`config.mk`:
```
export PLATFORM = sky130hd
export DESIGN_NAME = crc_arb_flat
export DESIGN_NICKNAME = d
export VERILOG_FILES = /design/src/rtl/crc_arb_if.sv /design/src/rtl/crc_arb.sv /design/src/flat_wrapper.sv
export SDC_FILE = /design/constraint.sdc
export NUM_CORES = 1
export LEC_CHECK = 0
export BUFFER_PORTS_ARGS = -buffer_cell sky130_fd_sc_hd__buf_2
export CAP_MARGIN = 20
export CORE_AREA = 2 2 161 163
export CTS_CLUSTER_DIAMETER = 120
export CTS_CLUSTER_SIZE = 40
export DETAILED_ROUTE_END_ITERATION = 10
export DIE_AREA = 0 0 163 165
export PLACE_DENSITY = 0.56
export SETUP_SLACK_MARGIN = 0.2
export SYNTH_ARGS = -nofsm -noshare
export SYNTH_HDL_FRONTEND = slang
export SYNTH_SLANG_ARGS = --single-unit
```
`constraint.sdc`:
```
create_clock -name clk -period 4.6 [get_ports clk]
set_input_delay 0.23 -clock clk [delete_from_list [all_inputs] [get_ports clk]]
set_output_delay 0.23 -clock clk [all_outputs]
set_load 0.005 [all_outputs]
```
`src/rtl/crc_arb_if.sv`:
```
`default_nettype none
// ============================================================================
// crc_arb_if : client request/response bundle and shared CRC device bus
// Revision   : 1.0
// ============================================================================
interface crc_arb_if #(
  parameter int NREQ = 4
) ();
  logic [NREQ-1:0]    req;
  logic [NREQ-1:0]    lock;
  logic [NREQ*32-1:0] req_addr;
  logic [NREQ*32-1:0] req_wdata;
  logic [NREQ-1:0]    req_rw;
  logic [NREQ-1:0]    gnt;
  logic [NREQ-1:0]    rsp_valid;
  logic [31:0]        rsp_rdata;
  logic [31:0]        addr;
  logic [31:0]        data_wr;
  logic               RW;
  logic               Sel;
  logic [31:0]        data_rd;

  // arbiter side
  modport slave (
    input  req, lock, req_addr, req_wdata, req_rw, data_rd,
    output gnt, rsp_valid, rsp_rdata, addr, data_wr, RW, Sel
  );

  // environment side: requesters plus the CRC device
  modport master (
    output req, lock, req_addr, req_wdata, req_rw, data_rd,
    input  gnt, rsp_valid, rsp_rdata, addr, data_wr, RW, Sel
  );
endinterface
`default_nettype wire

```
`src/rtl/crc_arb.sv`:
```
`default_nettype none
// ============================================================================
// crc_arb : round-robin arbiter with bounded lock sharing one CRC device bus
// Revision: 1.0
// ============================================================================
module crc_arb #(
  parameter int NREQ    = 4,
  parameter int MAXLOCK = 8
) (
  input  wire       clk,
  input  wire       rst,
  crc_arb_if.slave  bus
);
  localparam int IW = (NREQ > 1) ? $clog2(NREQ) : 1;
  localparam int CW = $clog2(MAXLOCK + 1);
  localparam logic [CW-1:0] C_MAXLOCK = CW'(MAXLOCK);
  localparam logic [IW-1:0] C_LAST    = IW'(NREQ - 1);

  typedef enum logic [1:0] {
    S_IDLE   = 2'd0,
    S_ISSUE  = 2'd1,
    S_RDWAIT = 2'd2
  } state_t;

  state_t          r_state;
  logic [IW-1:0]   r_ptr;
  logic [CW-1:0]   r_lock_cnt;
  logic [NREQ-1:0] r_gnt;
  logic [NREQ-1:0] r_rsp_valid;
  logic [31:0]     r_rsp_rdata;
  logic [31:0]     r_addr;
  logic [31:0]     r_data_wr;
  logic            r_rw;
  logic            r_sel;

  logic            w_lock_hold;
  logic            w_rr_found;
  logic [IW-1:0]   w_cand;
  logic [IW-1:0]   w_rr_idx;
  logic [IW-1:0]   w_win;
  logic [CW-1:0]   w_next_cnt;
  logic [NREQ-1:0] w_win_oh;
  logic [NREQ-1:0] w_ptr_oh;
  logic [31:0]     w_sel_addr;
  logic [31:0]     w_sel_wdata;
  logic            w_sel_rw;

  // Round-robin scan starting just after the previous winner, wrapping.
  always_comb begin
    w_rr_found = 1'b0;
    w_rr_idx   = r_ptr;
    w_cand     = r_ptr;
    for (int i = 0; i < NREQ; i++) begin
      w_cand = (w_cand == C_LAST) ? '0 : w_cand + IW'(1);
      if (!w_rr_found && bus.req[w_cand]) begin
        w_rr_found = 1'b1;
        w_rr_idx   = w_cand;
      end
    end
  end

  always_comb begin
    w_lock_hold = bus.lock[r_ptr] && bus.req[r_ptr] && (r_lock_cnt < C_MAXLOCK);
    w_win       = w_lock_hold ? r_ptr : w_rr_idx;
    if (w_lock_hold) begin
      w_next_cnt = r_lock_cnt + CW'(1);
    end else if (w_rr_idx != r_ptr) begin
      w_next_cnt = CW'(1);
    end else begin
      w_next_cnt = '0;
    end
  end

  always_comb begin
    w_win_oh    = '0;
    w_ptr_oh    = '0;
    w_sel_addr  = '0;
    w_sel_wdata = '0;
    w_sel_rw    = 1'b0;
    for (int i = 0; i < NREQ; i++) begin
      if (w_win == IW'(i)) begin
        w_win_oh[i] = 1'b1;
        w_sel_addr  = bus.req_addr[32*i +: 32];
        w_sel_wdata = bus.req_wdata[32*i +: 32];
        w_sel_rw    = bus.req_rw[i];
      end
      if (r_ptr == IW'(i)) begin
        w_ptr_oh[i] = 1'b1;
      end
    end
  end

  always_ff @(posedge clk) begin
    if (!rst) begin
      r_state     <= S_IDLE;
      r_ptr       <= C_LAST;
      r_lock_cnt  <= '0;
      r_gnt       <= '0;
      r_rsp_valid <= '0;
      r_rsp_rdata <= '0;
      r_addr      <= '0;
      r_data_wr   <= '0;
      r_rw        <= 1'b0;
      r_sel       <= 1'b0;
    end else begin
      // strobes default low so each is a single-cycle pulse
      r_gnt       <= '0;
      r_rsp_valid <= '0;
      r_sel       <= 1'b0;
      case (r_state)
        S_IDLE: begin
          if (|bus.req) begin
            r_state    <= S_ISSUE;
            r_sel      <= 1'b1;
            r_gnt      <= w_win_oh;
            r_ptr      <= w_win;
            r_lock_cnt <= w_next_cnt;
            r_addr     <= w_sel_addr;
            r_data_wr  <= w_sel_wdata;
            r_rw       <= w_sel_rw;
          end
        end
        S_ISSUE: begin
          if (r_rw) begin
            r_rsp_valid <= w_ptr_oh;
            r_rsp_rdata <= '0;
            r_state     <= S_IDLE;
          end else begin
            r_state <= S_RDWAIT;
          end
        end
        S_RDWAIT: begin
          r_rsp_rdata <= bus.data_rd;
          r_rsp_valid <= w_ptr_oh;
          r_state     <= S_IDLE;
        end
        default: begin
          r_state <= S_IDLE;
        end
      endcase
    end
  end

  assign bus.gnt       = r_gnt;
  assign bus.rsp_valid = r_rsp_valid;
  assign bus.rsp_rdata = r_rsp_rdata;
  assign bus.addr      = r_addr;
  assign bus.data_wr   = r_data_wr;
  assign bus.RW        = r_rw;
  assign bus.Sel       = r_sel;

endmodule
`default_nettype wire

```
`src/flat_wrapper.sv`:
```
// flat-port wrapper written by rule: the top's interface ports become plain ports
module crc_arb_flat 
#(
  parameter int NREQ    = 4,
  parameter int MAXLOCK = 8
)
  (clk, rst, bus_req, bus_lock, bus_req_addr, bus_req_wdata, bus_req_rw, bus_data_rd, bus_gnt, bus_rsp_valid, bus_rsp_rdata, bus_addr, bus_data_wr, bus_RW, bus_Sel);
  crc_arb_if #(.NREQ(NREQ)) bus_i ();
  input  wire clk;
  input  wire rst;
  input wire logic [$bits(bus_i.req)-1:0] bus_req;
  input wire logic [$bits(bus_i.lock)-1:0] bus_lock;
  input wire logic [$bits(bus_i.req_addr)-1:0] bus_req_addr;
  input wire logic [$bits(bus_i.req_wdata)-1:0] bus_req_wdata;
  input wire logic [$bits(bus_i.req_rw)-1:0] bus_req_rw;
  input wire logic [$bits(bus_i.data_rd)-1:0] bus_data_rd;
  output wire logic [$bits(bus_i.gnt)-1:0] bus_gnt;
  output wire logic [$bits(bus_i.rsp_valid)-1:0] bus_rsp_valid;
  output wire logic [$bits(bus_i.rsp_rdata)-1:0] bus_rsp_rdata;
  output wire logic [$bits(bus_i.addr)-1:0] bus_addr;
  output wire logic [$bits(bus_i.data_wr)-1:0] bus_data_wr;
  output wire logic [$bits(bus_i.RW)-1:0] bus_RW;
  output wire logic [$bits(bus_i.Sel)-1:0] bus_Sel;
  assign bus_i.req = bus_req;
  assign bus_i.lock = bus_lock;
  assign bus_i.req_addr = bus_req_addr;
  assign bus_i.req_wdata = bus_req_wdata;
  assign bus_i.req_rw = bus_req_rw;
  assign bus_i.data_rd = bus_data_rd;
  assign bus_gnt = bus_i.gnt;
  assign bus_rsp_valid = bus_i.rsp_valid;
  assign bus_rsp_rdata = bus_i.rsp_rdata;
  assign bus_addr = bus_i.addr;
  assign bus_data_wr = bus_i.data_wr;
  assign bus_RW = bus_i.RW;
  assign bus_Sel = bus_i.Sel;
  crc_arb #(.NREQ(NREQ), .MAXLOCK(MAXLOCK)) u_core (.clk(clk), .rst(rst), .bus(bus_i));
endmodule
```
==> impl_metrics.json <==
{
  "seq_area_sq_um": 2280,
  "switching_share_pct": 45.4,
  "tritoncts": "done",
  "slew_viol_final": 0,
  "syn_nets": 1117,
  "multi_input_area_sq_um": 4680,
  "syn_inst": 807,
  "grt_max_degree": 66,
  "clk_latency_ns": 0.42,
  "start_util_pct": 30.0,
  "yosysSeqAreaShare_pct": 30.4,
  "routedWlPerCell_um": 20.8,
  "reg2reg_depth": 11,
  "synth_area_sq_um": 7520,
  "ctsHoldBuffers": 0,
  "p_seq_share_pct": 20.6,
  "timing.rr.start": "u_core.r_ptr[1]",
  "clock.fmax_mhz": 258,
  "cts.htree.levels": 4,
  "grt_antenna_before_repair": 5,
  "hold_viol": 0,
  "post-cts-setup-buffers": 0,
  "setup_viol": 0,
  "grt_util_all_layers_pct": 22.4,
  "comb_power_share_pct": 56.9,
  "synth_top_area_share_pct": 30.4,
  "syn_avg_cell_area_sq_um": 9.32,
  "synth_area_leader_cell": "dfxtp_1",
  "die_w_um": 163,
  "ir_worst_vdd_v": 0.000426,
  "ioPinCount": 408,
  "grt_pass1_wl_mm": 46.5,
  "overflow": 0,
  "finalCritPeriodShare_pct": 84.4,
  "finalClockSkew_ns": 0.00799,
  "critPathCaptureType": "flop",
  "status": "complete, no violations",
  "whs_path_depth": 3,
  "critPathArrivalTime_ns": 4.23,
  "hp-start": "bus_data_rd[8]",
  "dp.cells": 1460,
  "final_antenna_net_count": 0,
  "rsz0062_at_grt": "false",
  "path_clk_slew_ns": 0.06,
  "path_class": "flop to flop",
  "fp.coreArea_sq_um": 25000,
  "max_cap_viol_count": 0,
  "intPower_w": 0.00349,
  "fin_tns_setup_ns": 0,
  "p_sw_w": 0.00290,
  "num-fill-cells": 2570,
  "cts_max_path_buffers": 2,
  "cts_resized": 0,
  "worst-path-max-fanout": 21,
  "dieArea_sq_um": 26900,
  "async_flop_share_pct": 0,
  "finalWirelength_mm": 31.1,
  "row_count": 58,
  "drt_drc_violations_left": 0,
  "gp_congestion": 0.804,
  "tightestPinTransition_ns": 0.842,
  "worstSetupStartpointType": "flop",
  "syn2layout_area_growth_pct": 37.3,
  "ys_warn_count": 0,
  "synth.distinct_cells": 57,
  "num_vias": 8177,
  "clkPwrFrac_pct": 22.5,
  "layout-drive-gt1-share_pct": 48.8,
  "synth-seq-cells": 114,
  "period_minus_slack_ns": 3.88,
  "grt_pass1_vias": 8064,
  "cts_inserted_buffers": 17,
  "ys.flop_type": "dfxtp_1",
  "io_buffers": 407,
  "drt_iter0_drc": 503,
  "synth_common_cells": "dfxtp_1 (114), nand3_1 (73), and3_1 (65)",
  "crit_start": "u_core.r_ptr[1]",
  "dr.pass1.iters": 5,
  "required_ns": 4.95,
  "fp.dieH_um": 165,
  "power_leakage_nw": 4.67,
  "dp_hpwl_mm": 21.4,
  "synth_edf_count": 0,
  "fin_cells": 1496,
  "yosys-top-cells-area": "dfxtp_1 (30%), a221oi_2 (10%), a311o_1 (8.5%), mux2_2 (5.5%), and3_1 (5.4%)",
  "cts_root_buf": "clkbuf_16",
  "cts.sinks": 114,
  "synth_most_common_cell": "dfxtp_1",
  "drt-vias-per-instance": 5.47,
  "power_density_nw_per_um2": 619,
  "finalNetCount": 1459,
  "fin_worst_hold_slack_ns": 0.0838,
  "slew_headroom_pct": 43.8,
  "worstHoldPathType": "primary input to flop"
}
==> cells by family after synthesis <==
| logic type | Yosys count | share of synthesized area, % |
|---|---|---|
| AO/OA/AOI/OAI | 267 | 31.8 |
| flip-flops | 114 | 30.4 |
| multiplexers | 70 | 10.6 |
| adder cells (fa/ha/maj) | 8 | 1.33 |
| buffers and inverters | 112 | 8.26 |
| AND/OR/NAND/NOR | 233 | 17.3 |
| XOR/XNOR | 3 | 0.350 |
==> state kept, by name, summed over array words and instances, names as in the netlist <==
name / flops
u_core.bus.addr: 32
u_core.bus.data_wr: 32
u_core.bus.rsp_rdata: 32
u_core.bus.gnt: 4
u_core.bus.rsp_valid: 4
u_core.r_lock_cnt: 4
u_core.r_ptr: 2
u_core.r_state: 2
u_core.bus.RW: 1
u_core.bus.Sel: 1
==> critical path, cell delays in order (launching register included) <==
cell       delay [ns]
dfxtp_1          0.51
inv_1            0.15
ha_1             0.56
xor2_1           0.20
or3b_4           0.42
a2111oi_4        0.35
nor2_2           0.11
mux2i_4          0.26
a21oi_1          0.16
nor2_4           0.49
buf_4            0.36
a311o_1          0.20
==> path summary, 6_finish.rpt <==
kind,slack (ns),endpoint
worst max register to register,0.72,u_core.bus.addr[8]
worst max-delay path,0.72,u_core.bus.addr[8]
worst min-delay path,0.08,u_core.bus.rsp_rdata[8]
worst min register to register,0.49,u_core.r_lock_cnt[1]
==> power groups by stage <==
stage	Combinational, W	Sequential [W]	Clock, W
3_5_place_dp	0.00365	0.00134	0
3_3_place_gp	0.00362	0.00133	0
4_1_cts	0.00366	0.00132	0.00147
2_1_floorplan	0.00263	0.00134	0
5_1_grt	0.00391	0.00134	0.00151
6_report	0.00363	0.00132	0.00144
==> area by class of cell <==
class,count,area share (%)
Clock buffer,17,4.12
Multi-Input combinational cell,581,45.4
Inverter,5,0.182
Antenna cell,4,0.0970
Timing Repair Buffer,430,22.2
Tap cell,330,4.00
Sequential cell,114,22.1
Clock inverter,15,1.91
==> routing by layer <==
metal | up-vias | track usage (%) | wire, um | share of wire [%]
met5 | - | 0 | 0 | 0
met4 | 0 | 8.09 | 659 | 2.1
met3 | 45 | 5.93 | 2600 | 8.4
met2 | 390 | 38.8 | 15300 | 49
met1 | 3881 | 26.6 | 12500 | 40
li1 | 3861 | - | - | -
==> cell usage in the layout, fill, tap and decap left out, types with 3 or more instances in the layout <==
cell	n
inv_8	3
o311ai_1	3
dfxtp_1	114
nand2_1	12
inv_1	4
bufinv_16	3
buf_12	6
mux2_1	29
a21oi_1	10
a221oi_1	14
mux2_2	37
nor3_1	6
o21ai_0	38
a211oi_1	3
diode_2	4
o21ai_1	32
a311o_1	64
buf_4	16
nor2_1	13
ha_1	8
clkinv_4	4
buf_2	407
inv_6	3
nand2b_1	3
a221oi_2	50
and2_1	6
nand3_1	73
nand3b_1	3
and3_1	65
nor2b_1	36
a22oi_1	32
clkbuf_16	17
==> stage by stage <==
stage | cell area (sq um) | setup WS, ns | power (W) | util, %
after global routing | 10300 | 0.439 | 0.00677 | 41.2
final | 10300 | 0.719 | 0.00639 | 41.2
after CTS | 10300 | 0.694 | 0.00645 | 41.2
after floorplan | 7520 | 1.16 | 0.00397 | -
after detailed placement | 9690 | 0.720 | 0.00499 | 38.7
after global placement | 9680 | 0.790 | 0.00495 | 38.6
Power figures use the tool's default switching activity.
